<file path="config.mk">
export PLATFORM = sky130hd
export DESIGN_NAME = sum_tree_trig
export DESIGN_NICKNAME = d
export VERILOG_FILES = /design/src/rtl/sum_tree_trig.sv
export SDC_FILE = /design/constraint.sdc
export NUM_CORES = 1
export LEC_CHECK = 0
export ABC_AREA = 1
export CORE_MARGIN = 1.5
export CORE_UTILIZATION = 32
export CTS_CLUSTER_SIZE = 10
export DETAILED_ROUTE_END_ITERATION = 12
export SLEW_MARGIN = 5
export SYNTH_ARGS = -nofsm -noshare
export SYNTH_HDL_FRONTEND = slang
export SYNTH_SLANG_ARGS = --single-unit
</file>
<file path="constraint.sdc">
create_clock -name clk -period 19.8 [get_ports clk]
set_clock_uncertainty 0.2 [all_clocks]
set_input_delay 2.97 -clock clk [delete_from_list [all_inputs] [get_ports clk]]
set_output_delay 2.97 -clock clk [all_outputs]
set_load 0.02 [all_outputs]
</file>
<file path="src/rtl/sum_tree_trig.sv">
// Signed pipelined adder tree over NCH masked channels with saturating output,
// valid tracking and a re-crossing threshold trigger with hold-off.
module sum_tree_trig #(
    parameter int NCH = 16,
    parameter int DW  = 16,
    parameter int OW  = 16,
    parameter int HW  = 16
) (
    input  logic                clk,
    input  logic                reset,
    input  logic [NCH*DW-1:0]   din,
    input  logic                din_valid,
    input  logic [NCH-1:0]      mask,
    input  logic [OW-1:0]       thr,
    input  logic [HW-1:0]       holdoff,
    output logic [OW-1:0]       sum,
    output logic                sum_valid,
    output logic                sat,
    output logic                trig
);

    localparam int L  = $clog2(NCH);
    localparam int SW = DW + L;

    localparam logic signed [SW-1:0] SAT_MAX = {{(SW-OW+1){1'b0}}, {(OW-1){1'b1}}};
    localparam logic signed [SW-1:0] SAT_MIN = {{(SW-OW+1){1'b1}}, {(OW-1){1'b0}}};

    typedef enum logic {
        ARMED = 1'b0,
        HOLD  = 1'b1
    } state_t;

    // Every tree level is held at the final width; upper bits are plain sign
    // extension, so no level can wrap and unused upper bits trim away.
    logic signed [SW-1:0] tree_r [L+1][NCH];
    logic        [L:0]    vld_r;
    logic signed [SW-1:0] ext_s  [NCH];

    logic signed [SW-1:0] full_s;
    logic signed [SW-1:0] thr_ext_s;
    logic                 fin_valid_s;
    logic                 ge_s;
    logic        [OW-1:0] sum_nxt_s;
    logic                 sat_nxt_s;

    state_t               state_r;
    state_t               state_nxt_s;
    logic        [HW-1:0] cnt_r;
    logic        [HW-1:0] cnt_nxt_s;
    logic        [HW-1:0] cnt_dec_s;
    logic                 trig_nxt_s;

    // Sign-extend each raw channel sample to the full tree width.
    always_comb begin
        for (int i = 0; i < NCH; i++) begin
            ext_s[i] = SW'($signed(din[DW*i +: DW]));
        end
    end

    // Stage 0 masking plus the adder-tree levels and the valid shift line.
    always_ff @(posedge clk or posedge reset) begin
        if (reset) begin
            for (int lv = 0; lv <= L; lv++) begin
                for (int j = 0; j < NCH; j++) begin
                    tree_r[lv][j] <= {SW{1'b0}};
                end
            end
            vld_r <= {(L+1){1'b0}};
        end else begin
            for (int i = 0; i < NCH; i++) begin
                tree_r[0][i] <= mask[i] ? ext_s[i] : {SW{1'b0}};
            end
            for (int lv = 1; lv <= L; lv++) begin
                for (int j = 0; j < NCH/2; j++) begin
                    if (j < (NCH >> lv)) begin
                        tree_r[lv][j] <= tree_r[lv-1][2*j] + tree_r[lv-1][2*j+1];
                    end else begin
                        tree_r[lv][j] <= {SW{1'b0}};
                    end
                end
                for (int j = NCH/2; j < NCH; j++) begin
                    tree_r[lv][j] <= {SW{1'b0}};
                end
            end
            vld_r <= {vld_r[L-1:0], din_valid};
        end
    end

    assign full_s      = tree_r[L][0];
    assign fin_valid_s = vld_r[L];
    assign thr_ext_s   = SW'($signed(thr));
    assign ge_s        = (full_s >= thr_ext_s);
    assign cnt_dec_s   = (cnt_r == {HW{1'b0}}) ? {HW{1'b0}} : (cnt_r - {{(HW-1){1'b0}}, 1'b1});

    // Clip the full-precision sum into the OW-bit output range.
    always_comb begin
        sum_nxt_s = full_s[OW-1:0];
        sat_nxt_s = 1'b0;
        if (full_s > SAT_MAX) begin
            sum_nxt_s = SAT_MAX[OW-1:0];
            sat_nxt_s = 1'b1;
        end else if (full_s < SAT_MIN) begin
            sum_nxt_s = SAT_MIN[OW-1:0];
            sat_nxt_s = 1'b1;
        end else begin
            sum_nxt_s = full_s[OW-1:0];
            sat_nxt_s = 1'b0;
        end
    end

    // Trigger next-state: re-arm needs the hold-off to expire on this edge and a
    // valid sum below threshold, so a sustained level cannot retrigger.
    always_comb begin
        state_nxt_s = state_r;
        cnt_nxt_s   = cnt_r;
        trig_nxt_s  = 1'b0;
        case (state_r)
            ARMED: begin
                if (fin_valid_s && ge_s) begin
                    state_nxt_s = HOLD;
                    cnt_nxt_s   = holdoff;
                    trig_nxt_s  = 1'b1;
                end else begin
                    state_nxt_s = ARMED;
                end
            end
            HOLD: begin
                cnt_nxt_s = cnt_dec_s;
                if ((cnt_dec_s == {HW{1'b0}}) && fin_valid_s && !ge_s) begin
                    state_nxt_s = ARMED;
                end else begin
                    state_nxt_s = HOLD;
                end
            end
            default: begin
                state_nxt_s = ARMED;
                cnt_nxt_s   = {HW{1'b0}};
            end
        endcase
    end

    // Output and trigger state registers.
    always_ff @(posedge clk or posedge reset) begin
        if (reset) begin
            sum       <= {OW{1'b0}};
            sat       <= 1'b0;
            sum_valid <= 1'b0;
            trig      <= 1'b0;
            state_r   <= ARMED;
            cnt_r     <= {HW{1'b0}};
        end else begin
            sum       <= sum_nxt_s;
            sat       <= sat_nxt_s;
            sum_valid <= fin_valid_s;
            trig      <= trig_nxt_s;
            state_r   <= state_nxt_s;
            cnt_r     <= cnt_nxt_s;
        end
    end

endmodule

</file>
Word-level counts from Yosys, hierarchy flattened:

Cells that the tools add are included.

* flip-flop bits (word level): 661
* latch bits: 0
* memory bits (writable): 0
* bits in read-only memories: 0
* input port bits: 307
* output and inout bits: 19
* word-level logic and storage cells: 92
* memories kept: 0

* $add $sub $neg: 16
* $mul: 0
* divide/modulo/power cells: 0
* order comparisons: 3
* eq/ne operators: 1
* shift-type cells: 0
* muxes and demuxes: 27
* bitwise gates (word level): 1
* reduce and logical (&&, ||, !) cells: 6

Operator list (count)
* 20-bit 2-to-1 mux: 16
* 20-bit adder: 15
* 16-bit 2-to-1 mux: 4
* 16-bit zero test: 2
* 16-bit one-hot mux with 2 select lines: 1
* 20-bit by 16-bit >= comparator with 1-bit output: 1
* 20-bit by 16-bit greater-than comparator with 1-bit output (second input constant): 1
* 20-bit by 16-bit < comparator with 1-bit output (second input constant): 1
* 16-bit by 1-bit subtractor with 16-bit output (second input constant): 1
* 1-bit 2-to-1 mux: 5
* 1-bit logical AND: 3
* 2-bit != test (second input constant): 1
* 1-bit one-hot mux with 2 select lines: 1
* 1-bit zero test: 1
* 1-bit inverter: 1

Longest topological paths before layout:

Gate-level depths: netlist of run 1.

* depth in word-level cells: 7
* depth in mapped cells: 17
* mapped depth without buffers: 16

Least setup slack after synthesis of run 1:

No wires, ideal clock.

* kind: input -> register
* start point: in thr[15]
* end point: reg cnt_r[15]
* library setup time: 0.117 ns
* arrival: 4.438 ns
* required time: 19.483 ns
* slack: 15.045 ns
* stages: 14
* buffers on the path: 1
* cells stage by stage: inv_1 ha_1 nand2_1 nor2_2 nand2_2 nor2_4 nand2_2 nand4_2 nand3_2 nand2_4 nand2_8 buf_12 nand2_2 nand2_1

* cells in the longest elaborated chain, start to end: 3

RTL lines
* from (decl): line 14 `input logic [OW-1:0] thr,`
* 20-bit by 16-bit >= comparator with 1-bit output: line 92 `assign ge_s = (full_s >= thr_ext_s);`
* 1-bit logical AND: line 119 `if (fin_valid_s && ge_s) begin`
* 2-bit != test (no source line)
* to (signal assigned): line 150 `cnt_r <= {HW{1'b0}};`
* to (signal assigned): line 157 `cnt_r <= cnt_nxt_s;`
* to (decl): line 48 `logic [HW-1:0] cnt_r;`

Every way passes these cells.
A chain may end at the register's enable or synchronous reset.

==> results of run 1 <==
[cell type report]
type,instances,area share (%)
Sequential cell,597,39.9
Inverter,476,4.79
Clock inverter,9,0.428
Timing Repair Buffer,335,8.89
Tap cell,1265,4.23
Multi-Input combinational cell,2248,36.5
Clock buffer,91,5.22
[cell usage in the layout (no fill, tap or decap), types with 11 or more instances in the layout]
cell type / count
clkbuf_16: 73
fa_1: 15
inv_1: 473
a31oi_1: 11
clkbuf_1: 12
nor2_1: 143
nand4_1: 27
nand2_1: 829
a21oi_1: 252
dfrtp_1: 597
clkdlybuf4s50_1: 325
nand3_1: 127
ha_1: 282
o21ai_1: 52
xnor2_1: 72
nand2_2: 13
o211ai_1: 16
nor4_1: 14
a21boi_1: 11
a21o_1: 30
nor3_1: 17
o21ai_0: 112
xor2_1: 160
[sequential cells by signal, summed over array words and instances (netlist names)]
signal	flops
sum	16
trig	1
vld_r	5
state_r	1
tree_r	536
cnt_r	16
sum_valid	1
sat	1
full_s	20
[logic make-up after synthesis]
| logic type | share of synthesized area, % |
|---|---|
| and+or+nand+nor | 16.0 |
| DFF | 48.9 |
| AOI/OAI and AO/OA | 9.53 |
| buffers and inverters | 6.47 |
| adders and majority gates | 12.5 |
| xor gates and xnor gates | 6.65 |
[per-layer routing]
layer / up-vias / global-route usage, % / share of wire (%)
met3: 101 / 2.51 / 4.2
met2: 378 / 24.0 / 46
met5: - / 0 / 0
met1: 10400 / 19.9 / 48
met4: 0 / 4.00 / 2.1
li1: 11500 / - / -
[stage by stage]
step	power [W]	worst slack [ns]
floorplan	0.00275	8.49
global placement	0.00326	12.13
detailed placement	0.00326	12.08
CTS	0.00451	12.74
global route	0.00481	12.26
finish	0.00445	13.01
[power by group through the flow]
stage	combinational (W)	clock, W	sequential, W
floorplan	0.00116	0	0.00159
global placement	0.00163	0	0.00163
detailed placement	0.00163	0	0.00163
CTS	0.00164	0.00126	0.00161
global route	0.00186	0.00131	0.00163
finish	0.00162	0.00122	0.00161
[worst max-delay path: cells and delay by family]
family / cells / cell delay (ns)
buffers and inverters: 7 / 4.13
[worst max-delay path by stage]
stage	end	slack, ns	cells after the start
floorplan	cnt_r[0]	8.49	1
global placement	tree_r[1410]	12.13	7
detailed placement	tree_r[1409]	12.08	7
CTS	tree_r[1440]	12.74	7
global route	tree_r[1409]	12.26	7
finish	tree_r[1410]	13.01	7
==> flow_metrics.tcl, run 1 <==
set metrics [dict create \
    ys_types 44 \
    slowest_stage "buf_4" \
    post_cts_buffers 0 \
    firstDrtPassIters 6 \
    final_max_slew_viol_count 0 \
    synth_top_area_share_pct 48.9 \
    fillCellCount 9361 \
    die-area_um2 97400 \
    cp_max_fo 75 \
    ys.flop_type "dfrtp_1" \
    crit_chain "clkdlybuf4s50_1 > clkinvlp_4 > buf_4 > buf_4 > buf_4 > buf_4 > buf_4" \
    synth_area_leader_cell "dfrtp_1" \
    dpl.hpwl_mm 55.0 \
    yosysMostFrequentCell "nand2_1" \
    cts_hold_buf 0 \
    cts_tree "built" \
    r2r_slack_ns 17.35 \
    grt_setup_unrepaired "no" \
    hold_viol 0 \
    max_slew_margin_pct 38.8 \
    grt_overflow 0 \
    yosys-top-cells-area "dfrtp_1 (49%), ha_1 (12%), nand2_1 (10%)" \
    syn_area_um2 30600 \
    tns_ns 0 \
    cts_root_buf "clkbuf_16" \
    hold_start "vld_r[2]" \
    r2r-end "state_r" \
    ys_warn_count 0 \
    area.growth.synth_to_final_pct 22.4 \
    rows 113 \
    wl_mm 69.4 \
    avgViaCountPerCell 4.47 \
    syn_inst 3364 \
    pwr-share-comb_pct 36.5 \
    synthTopCellsByCount "nand2_1 (829), dfrtp_1 (597), inv_1 (474)" \
    vias 22500 \
    antenna_found_initial 1 \
    synth_nets 3968 \
    synth.ff_latch_count 597 \
    powerDensity_nw_per_um2 119 \
    io_pins 326 \
    startpoint "reset" \
    die_h_um 312 \
    cts_buffers 73 \
    seq_area_um2 14900 \
    intPower_w 0.00285 \
    place.gp.congestion 0.871 \
    drive_gt1_share_pct 3.38 \
    critical_path.max_stage_delay_ns 0.82 \
    start_util_pct 32.2 \
    io_buffers 325 \
    r2r.worst_path.cells 13 \
    max_freq_mhz 147 \
    min_path_type "reg2reg" \
    async_reset_ff_share_pct 100 \
    synth_enable_flop_cells 0 \
    cts.sinks 597 \
    placed_cell_area_um2 35300 \
    drv_cap 0 \
    grt_pass1_vias 23300 \
    crit_top_cell "buf_4" \
    clockBufferDepth 3 \
    path_class "in2async" \
    avgSynthCellArea_um2 9.09 \
    cts_max_level 3 \
    cts_resized 0 \
    power_frac_clock_pct 27.4 \
    period_needed_ns 6.79 \
    seq_area_frac_synth_pct 48.9 \
    clk_pin_slew_ns 0.05 \
    worstPathArrival_ns 7.24 \
    p_leak_nw 19.9 \
    utilization_pct 39.4 \
    drt.antenna.violating_nets 0 \
    drtIter0Drc 1054 \
    grt_start_max_net_pins 77 \
    r2r-start "cnt_r[0]" \
    drcViolationCount 0 \
    dp_cells 4921 \
    multi_input_area_um2 13700 \
    cp.required_ns 20.25 \
    status "complete, no violations" \
    grt_pass1_wl_mm 117 \
    critPathLaunchType "input pin" \
    postLayoutCellArea_um2 37400 \
    worstMarginPinSlew_ns 0.918 \
    cp-end-kind "asynchronous set/reset pin" \
    layout.nets 4335 \
    insertion_delay_ns 0.61 \
    holdPathEnd "vld_r[3]" \
    dieWidth_um 312 \
    antenna_cells 0 \
    max-vdd-ir-drop_v 0.0000660 \
    final_cells 5021 \
    min_period_over_period_pct 34.3 \
    min_path_cells 0 \
    grt_use_total_pct 14.6 \
    setup_violations 0 \
    routedWlPerCell_um 13.8 \
    p_seq_share_pct 36.2 \
    holdWs_ns 0.145 \
    netSwitchingFraction_pct 35.9 \
    switching_power_w 0.00160 \
    core_area_um2 94900 \
]
Power figures use the tool's default switching activity.
==> inputs of run 2 (changes only) <==
clock period = 6.6 ns   (was 19.8 ns; I/O delays follow)
==> run 2 against run 1 <==
Compared with the run above: combinational power rose to 3.0 times the previous value; worst hold slack worse by 0.00087 ns; register-to-register slack worse by 13 ns; non-clock buffer count down 4; global-route usage up 0.071 points; clock power rose to 3.1 times the previous value.
==> flow_metrics.tcl, run 2 (synthesis gave the netlist of run 1 again) <==
set metrics [dict create \
    grt_start_max_net_pins 174 \
    max_freq_mhz 343 \
    cp.required_ns 6.90 \
    die-area_um2 97400 \
    grt_pass1_wl_mm 117 \
    worstPathArrival_ns 3.22 \
    clockBufferDepth 3 \
    post-place-ws_ns 3.01 \
    area.growth.synth_to_final_pct 22.8 \
    cts_hold_buf 0 \
    cp_max_fo 18 \
    drcViolationCount 0 \
    status "complete, no violations" \
    antenna_found_initial 3 \
    io_pins 326 \
    path_class "in2reg" \
    cp-end-kind "flip-flop" \
    drv_cap 0 \
    min_path_cells 0 \
    worstMarginPinSlew_ns 1.16 \
    routedWlPerCell_um 13.9 \
    max_slew_margin_pct 22.8 \
    period_needed_ns 2.91 \
    min_period_over_period_pct 44.2 \
    regMostFlops "tree_r" \
    insertion_delay_ns 0.62 \
    min_path_type "reg2reg" \
    rows 113 \
    dieWidth_um 312 \
    r2r.worst_path.cells 9 \
    grt_use_total_pct 14.7 \
    hold_viol 0 \
    largest_register_ffs 536 \
    layout.nets 4332 \
    vias 22400 \
    drtIter0Drc 1041 \
    placed_cell_area_um2 35300 \
    final_cells 5028 \
    postLayoutCellArea_um2 37600 \
    cts_buffers 74 \
    holdWs_ns 0.145 \
    r2r-start "tree_r[620]" \
    critPathLaunchType "input pin" \
    drt.antenna.violating_nets 0 \
    place.gp.congestion 0.871 \
    crit_top_cell "nand2_1" \
    post_cts_buffers 0 \
    r2r_slack_ns 4.17 \
    layout_common_cells "nand2_1 (829), dfrtp_1 (597), inv_1 (473), clkdlybuf4s50_1 (325), ha_1 (282)" \
    cts.sinks 597 \
    start_util_pct 32.2 \
    dpl.hpwl_mm 55.0 \
    grt_pass1_vias 23200 \
    core_area_um2 94900 \
    clk_pin_slew_ns 0.05 \
    final_max_slew_viol_count 0 \
    max-vdd-ir-drop_v 0.000184 \
    layout_setup_ws_ns 3.69 \
    slowest_stage "clkdlybuf4s50_1" \
    wl_mm 70.0 \
    setup_violations 0 \
    layout_commonest_cell "nand2_1" \
    holdPathEnd "vld_r[4]" \
    critical_path.max_stage_delay_ns 0.45 \
    cts_root_buf "clkbuf_16" \
    avgViaCountPerCell 4.45 \
    drive_gt1_share_pct 3.46 \
    io_buffers 325 \
    die_h_um 312 \
    dp_cells 4917 \
    r2r-end "full_s[16]" \
    powerDensity_nw_per_um2 361 \
    cts_resized 0 \
    grt_setup_unrepaired "no" \
    cts_max_level 3 \
    cts_tree "built" \
    firstDrtPassIters 5 \
    utilization_pct 39.6 \
    crit_chain "clkdlybuf4s50_1 > inv_1 > ha_1 > nand2_1 > nor2_2 > nand2_2 > nor2_4 > nand2_2 > nand4_2 > nand3_2 > nand2_4 > nand2_8 > nand2_1 > nand2_1" \
    p_leak_nw 19.9 \
    hold_start "vld_r[3]" \
    grt_overflow 0 \
]
run 2: final cells by class:
type                    instances  area [um^2]
clock inverters                11          170
repair buffers                331         3340
clock buffers                  97         2070
well taps                    1265         1580
diodes                          3         7.51
multi-input cells            2248        13700
flip-flops and latches        597        14900
fillers                      9356        57300
inverters                     476         1790
run 2: layer usage:
metal  vias up  part of all wire (%)  GRT usage (%)
met1     10400                    48           20.1
li1      11500                     -              -
met5         -                     0              0
met3        88                   4.2           2.52
met4         0                   2.0           4.60
met2       374                    45           23.7
run 2: through the flow:
| stage | power [W] | setup TNS [ns] |
|---|---|---|
| after floorplan | 0.00824 | -1630.57 |
| after global placement | 0.00983 | 0 |
| after detailed placement | 0.00984 | 0 |
| after CTS | 0.0138 | 0 |
| after global routing | 0.0146 | 0 |
| final | 0.0135 | 0 |
run 2: worst max-delay path by stage:
stage,start,to,slack [ns]
2_1_floorplan,reset,cnt_r[0],-2.73
3_3_place_gp,thr[15],cnt_r[12],3.06
3_5_place_dp,thr[15],cnt_r[9],3.01
4_1_cts,thr[15],cnt_r[14],3.69
5_1_grt,thr[15],cnt_r[8],3.47
6_report,thr[15],cnt_r[9],3.69
run 2: critical path, delay by kind of cell:
kind,cells,cell delay (ns)
fa+ha+maj,1,0.36
simple gates,11,1.29
buf+inv,2,0.54
run 2: where the power goes:
part | total, W | internal [W] | leakage (nW) | switching [W]
Combinational | 0.00492 | 0.00192 | 11.5 | 0.00300
Clock | 0.00379 | 0.00230 | 1.10 | 0.00149
Sequential | 0.00483 | 0.00443 | 7.34 | 0.000397
